--- src/rtl/mat_vec_mac.sv ---
// mat_vec_mac: captures a matrix/vector pair and streams one signed dot product per row
// through a single time-shared multiply-accumulate unit over a valid/ready handshake.
module mat_vec_mac #(
    parameter int DATA_SIZE   = 16,
    parameter int COLUMN_SIZE = 8,
    parameter int ROW_SIZE    = 8,
    parameter int ACC_SIZE    = 35,
    localparam int COL_W      = COLUMN_SIZE > 1 ? $clog2(COLUMN_SIZE) : 1,
    localparam int IDX_SIZE   = ROW_SIZE > 1 ? $clog2(ROW_SIZE) : 1
) (
    input  logic                                      clock,
    input  logic                                      reset,
    input  logic [DATA_SIZE*COLUMN_SIZE*ROW_SIZE-1:0] matIn,
    input  logic                                      matValid,
    input  logic [DATA_SIZE*COLUMN_SIZE-1:0]          vecIn,
    output logic signed [ACC_SIZE-1:0]                resOut,
    output logic [IDX_SIZE-1:0]                       resIdx,
    output logic                                      resValid,
    input  logic                                      resReady,
    output logic                                      busy,
    output logic                                      doneFlag,
    output logic                                      ovrFlag,
    input  logic                                      clrOvr
);
    typedef enum logic [1:0] {IDLE, MAC, OUT} state_t;
    state_t state;
    logic signed [DATA_SIZE-1:0]   m [COLUMN_SIZE][ROW_SIZE];
    logic signed [DATA_SIZE-1:0]   v [COLUMN_SIZE];
    logic [ACC_SIZE-1:0]           acc;
    logic [COL_W-1:0]              col;
    logic [IDX_SIZE-1:0]           row;
    logic signed [2*DATA_SIZE-1:0] prod;
    logic [ACC_SIZE-1:0]           sum;
    logic                          last_col;
    logic                          last_row;
    assign prod     = m[col][row] * v[col];
    assign sum      = acc + {{(ACC_SIZE-2*DATA_SIZE){prod[2*DATA_SIZE-1]}}, prod};
    assign last_col = col == COL_W'(COLUMN_SIZE-1);
    assign last_row = row == IDX_SIZE'(ROW_SIZE-1);
    assign busy     = state != IDLE;
    always_ff @(posedge clock or posedge reset) begin
        if (reset) begin
            state    <= IDLE;
            acc      <= '0;
            col      <= '0;
            row      <= '0;
            resOut   <= '0;
            resIdx   <= '0;
            resValid <= 1'b0;
            doneFlag <= 1'b0;
            ovrFlag  <= 1'b0;
            for (int c = 0; c < COLUMN_SIZE; c++) begin
                v[c] <= '0;
                for (int r = 0; r < ROW_SIZE; r++) m[c][r] <= '0;
            end
        end else begin
            doneFlag <= 1'b0;
            // a new overrun takes priority over a simultaneous clear
            if (matValid && state != IDLE) ovrFlag <= 1'b1;
            else if (clrOvr) ovrFlag <= 1'b0;
            case (state)
                IDLE: if (matValid) begin
                    for (int c = 0; c < COLUMN_SIZE; c++) begin
                        v[c] <= vecIn[c*DATA_SIZE +: DATA_SIZE];
                        for (int r = 0; r < ROW_SIZE; r++)
                            m[c][r] <= matIn[(c*ROW_SIZE+r)*DATA_SIZE +: DATA_SIZE];
                    end
                    row   <= '0;
                    col   <= '0;
                    acc   <= '0;
                    state <= MAC;
                end
                MAC: begin
                    acc <= sum;
                    col <= col + 1'b1;
                    if (last_col) begin
                        resOut   <= sum;
                        resIdx   <= row;
                        resValid <= 1'b1;
                        state    <= OUT;
                    end
                end
                OUT: if (resReady) begin
                    resValid <= 1'b0;
                    col      <= '0;
                    acc      <= '0;
                    if (last_row) begin
                        doneFlag <= 1'b1;
                        state    <= IDLE;
                    end else begin
                        row   <= row + 1'b1;
                        state <= MAC;
                    end
                end
                default: state <= IDLE;
            endcase
        end
    end
endmodule

--- config.mk ---
export PLATFORM = sky130hd
export DESIGN_NAME = mat_vec_mac
export DESIGN_NICKNAME = d
export VERILOG_FILES = /design/src/rtl/mat_vec_mac.sv
export SDC_FILE = /design/constraint.sdc
export NUM_CORES = 2
export LEC_CHECK = 0
export ABC_AREA = 1
export ABC_CLOCK_PERIOD_IN_PS = 54800
export BUFFER_PORTS_ARGS = -buffer_cell sky130_fd_sc_hd__buf_2
export CORE_AREA = 2 2 463 465
export CTS_BUF_LIST = sky130_fd_sc_hd__clkbuf_8
export CTS_CLUSTER_DIAMETER = 100
export DETAILED_ROUTE_END_ITERATION = 10
export DIE_AREA = 0 0 465 467
export PLACE_DENSITY_LB_ADDON = 0.05
export SETUP_SLACK_MARGIN = 0.15
export SLEW_MARGIN = 0
export SYNTH_ARGS = -nofsm -noshare
export SYNTH_HDL_FRONTEND = slang
export SYNTH_SLANG_ARGS = --single-unit
--- constraint.sdc ---
create_clock -name clock -period 54.8 [get_ports clock]
set_clock_uncertainty 0.05 [all_clocks]
set_input_delay 10.96 -clock clock [delete_from_list [all_inputs] [get_ports clock]]
set_output_delay 10.96 -clock clock [all_outputs]
set_load 0.01 [all_outputs]
After elaboration in Yosys (flattened, before gate mapping) --
Cells that the tools add are included.
Operators by class: bitwise operators 2, equal/unequal tests 8, reductions and logical operators 13, $add $sub $neg 3, multipliers 1, muxes and demuxes 31, $lt $le $gt $ge 2
Operators with widths (count):
- $bmux 128 s3 | 1
- $mux 128 | 2
- $pmux 35 s3 | 1
- $bmux 16 s3 | 2
- $mux 35 | 2
- $mux 16 | 4
- $add 35x35->35 | 1
- $mul 16x16->32 | 1
- $mux 3 | 4
- $pmux 3 s3 | 1
- $reduce_and 3->1 | 3
- $ge 4x4->1 const B | 2
- $mux 1 | 8
- $ne 2x2->1 const B | 4
- $not 3->4 | 2
- $reduce_bool 2->1 | 4
- $add 3x1->3 const B | 2
- $eq 3x3->1 const B | 2
- $mux 2 | 3
- $pmux 2 s3 | 1
- $pmux 3 s2 | 1
- $reduce_and 2->1 | 2
- $reduce_and 4->1 | 1
- $reduce_bool 3->1 | 1
- other kinds (5) | 5
Storage, ports and cells: flip-flop bits (word level) 1236, bits of input ports 1157, word-level logic and storage cells 141, output and inout bits 42

Logic depth before layout (Yosys ltp) --
word-level depth 10, depth in mapped cells 55, mapped depth without buffers 50

Least setup slack after synthesis --
OpenSTA, ideal clock, no wires.
kind input port to flip-flop, start point in matValid, end point reg m[301] (netlist name), arrival 12006 ps, stages on the path 5, slack 42620 ps, setup time 125 ps, data required time 54625 ps, buffers on the path 3, cell sequence nand2_1 clkbuf_1 buf_2 buf_2 mux2_2
Between the ends: longest elaborated chain between the ends 1
Ends and longest elaborated chain:
- start: declaration | line 14 | input logic matValid,
- $reduce_and 2->1 (no source line)
- end signal: indexed assignment | line 66 | m[c][r] <= matIn[(c*ROW_SIZE+r)*DATA_SIZE +: DATA_SIZE];
- end: declaration | line 27 | logic signed [DATA_SIZE-1:0] m [COLUMN_SIZE][ROW_SIZE];
No other way between the ends. A chain may end at the register's enable or synchronous reset.

==> results.cfg <==
[timing]
finalCriticalPeriod_ns = 14.74
setup_violations = 0
tns_ns = 0
worst_hold_slack_ns = 0.4193
drv_slew = 0
worst-slew-pin-transition_ns = 1.335
hold_viol_final = 0
slew_headroom = 0.1097
fin_crit_sh = 0.2689
rsz0062_at_grt = false
max_clock_freq_mhz = 67.86
fin_ws_ns = 40.06

[synth]
yosys.area.top_type_share = 0.4493
synth_edf_count = 0
synth_nets = 8227
ys.flop_type = dfrtp_1
synthAdderAreaFrac = 0.09884
yosys-top-cells-count = dfrtp_1, mux2_2, nand2_1
synthMostInstantiatedCell = dfrtp_1
ys_ff_latch = 1236
ys_types = 45
async_flop_share = 1.000
synth.avg_cell_area_um2 = 10.30
yosysSeqAreaShare = 0.4493
synthSimpleGateAreaFrac = 0.1004
synth_xor_area_frac = 0.005471
yosys_warnings = 0
synth_top_family_by_area = multiplexers
synth.area.top_cells = dfrtp_1, mux2_2, fa_1
yosys.area.top_type = dfrtp_1
synth.cell_area_mm2 = 0.06884
syn_inst = 6684
yosys-mux-area-fraction = 0.1881
synth_compound_area_frac = 0.1022

[global_route]
grt_pass1_wl_mm = 431.0
antenna_found_initial = 372
grt_pass1_vias = 57160
overflow = 0
grt_max_degree = 192
grt_usage = 0.2769

[route]
firstDrtPassIters = 5
vias_per_cell = 5.156
num_vias = 56170
routed_wl_mm = 306.8
drc = 0
drtIter0Drc = 3419
wire_per_inst_um = 28.17
postRouteAntennaNets = 0

[clocking]
clock_latency_ns = 0.99
ctsHoldBuffers = 0
cts.clk_slew.worst_paths_ns = 0.06
cts_buffers = 229
cts_resized = 0
cts_tree = done
cts_num_sinks = 1236
cts_max_path_buffers = 3
h-tree-depth = 4
cts_setup_buffers = 0
cts-root-buf = clkbuf_8

[floorplanning]
fp.dieH_um = 467
io_pins = 1199
die_w_um = 465
coreArea_mm2 = 0.2117
num_rows = 169
start_util = 0.3252
die_area_mm2 = 0.2172

[worst_hold_path]
holdCritPathClass = flip-flop to flip-flop

[cells_and_area]
fin_nets = 9314
drive_above_1_share = 0.3552
n_fill_cell = 21590
area_delta_synth_final_pct = 19.22

[run_status]
status = finished clean

[place]
dp_hpwl_mm = 231.4
port-buffer-count = 1198
pre_cts_slack_ns = 38.89
gp_congestion = 0.8797

[critical_path]
start_kind = input pin
cp.arrival_ns = 15.66
crit_required_ns = 55.72
path_max_fanout = 132
end_kind = asynchronous set/reset pin
crit_type = input pin to asynchronous set/reset pin

[job]
max_cap_viol_count = 0
[registers in the layout (all words and copies together) (netlist names), 2 cells and up]
signal,count
m,1024
row,3
resOut,35
state,2
col,3
resIdx,3
v,128
acc,35
[cells by family after synthesis]
kind of cell,Yosys count
adders and majority gates,386
DFF,1236
and+or+nand+nor,1713
AOI/OAI and AO/OA,1297
xor gates and xnor gates,43
muxes,1150
buffers and inverters,859
[metrics by stage]
step	cells	instance area, um2	utilization
after global routing	10850	81960	0.3872
after detailed placement	10360	76990	0.3637
final	10890	82070	0.3877
after CTS	10770	81760	0.3863
after global placement	10360	76990	0.3637
after floorplan	6684	68840	-
[cells in the final DEF (no fill, tap or decap), drive strengths merged, types with 2 or more instances in the layout]
cell / synthesis / layout
a211oi: 2 / 2
a21boi: 2 / 2
a21o: 8 / 8
a21oi: 261 / 261
a22o: 2 / 2
a31oi: 5 / 5
a32o: 13 / 13
and2: 2 / 2
buf: 296 / 1270
bufinv: 0 / 7
clkbuf: 118 / 295
clkinv: 2 / 17
clkinvlp: 0 / 2
dfrtp: 1236 / 1236
diode: 0 / 125
fa: 263 / 263
ha: 123 / 123
inv: 443 / 531
mux2: 1150 / 1150
nand2: 805 / 805
nand3: 148 / 148
nand3b: 12 / 12
nand4: 11 / 11
nor2: 704 / 704
nor3: 8 / 8
nor4: 2 / 2
o211ai: 2 / 2
o21ai: 719 / 719
o21bai: 5 / 5
o221ai: 18 / 18
o22ai: 259 / 259
or2: 21 / 21
xnor2: 19 / 19
xor2: 24 / 24
[path summary, 6_finish.rpt]
| kind | start | to | slack [ns] | cells past startpoint |
|---|---|---|---|---|
| max | reset | v[122] | 40.06 | 7 |
| min | resOut[13] | resOut[13] | 0.42 | 2 |
| max reg2reg | col[1] | resOut[22] | 42.81 | 37 |
| min reg2reg | resOut[13] | resOut[13] | 0.42 | 2 |
| max in group clock | matValid | v[94] | 40.64 | 6 |
| min in group asynchronous | reset | m[455] | 10.06 | 2 |
[critical path, cell delays in order]
cell,delay (ns)
buf_2,0.13
inv_8,0.47
buf_4,0.73
buf_12,0.58
buf_4,0.75
buf_4,0.76
buf_4,0.85
[metal layers]
layer  wire [um]  up-vias  global-route usage
met5        1260        -                   0
met4       11630      202             0.09848
met3       21900      834             0.07967
met2      144200     1910              0.4536
met1      127900    28150              0.3472
li1            -    25070                   -
[area by class of cell]
type / count / area, um2 / area share
Antenna cell: 125 / 312.8 / 0.003811
Clock buffer: 295 / 4060 / 0.04947
Clock inverter: 112 / 706.9 / 0.008614
Inverter: 445 / 1703 / 0.02075
Multi-Input combinational cell: 4589 / 34100 / 0.4155
Sequential cell: 1236 / 30950 / 0.3771
Tap cell: 2821 / 3530 / 0.04301
Timing Repair Buffer: 1270 / 6711 / 0.08178
Power is left out: the tool's default activity adds up to more than one toggle a clock period on the data nets, which glitch-free logic cannot reach.
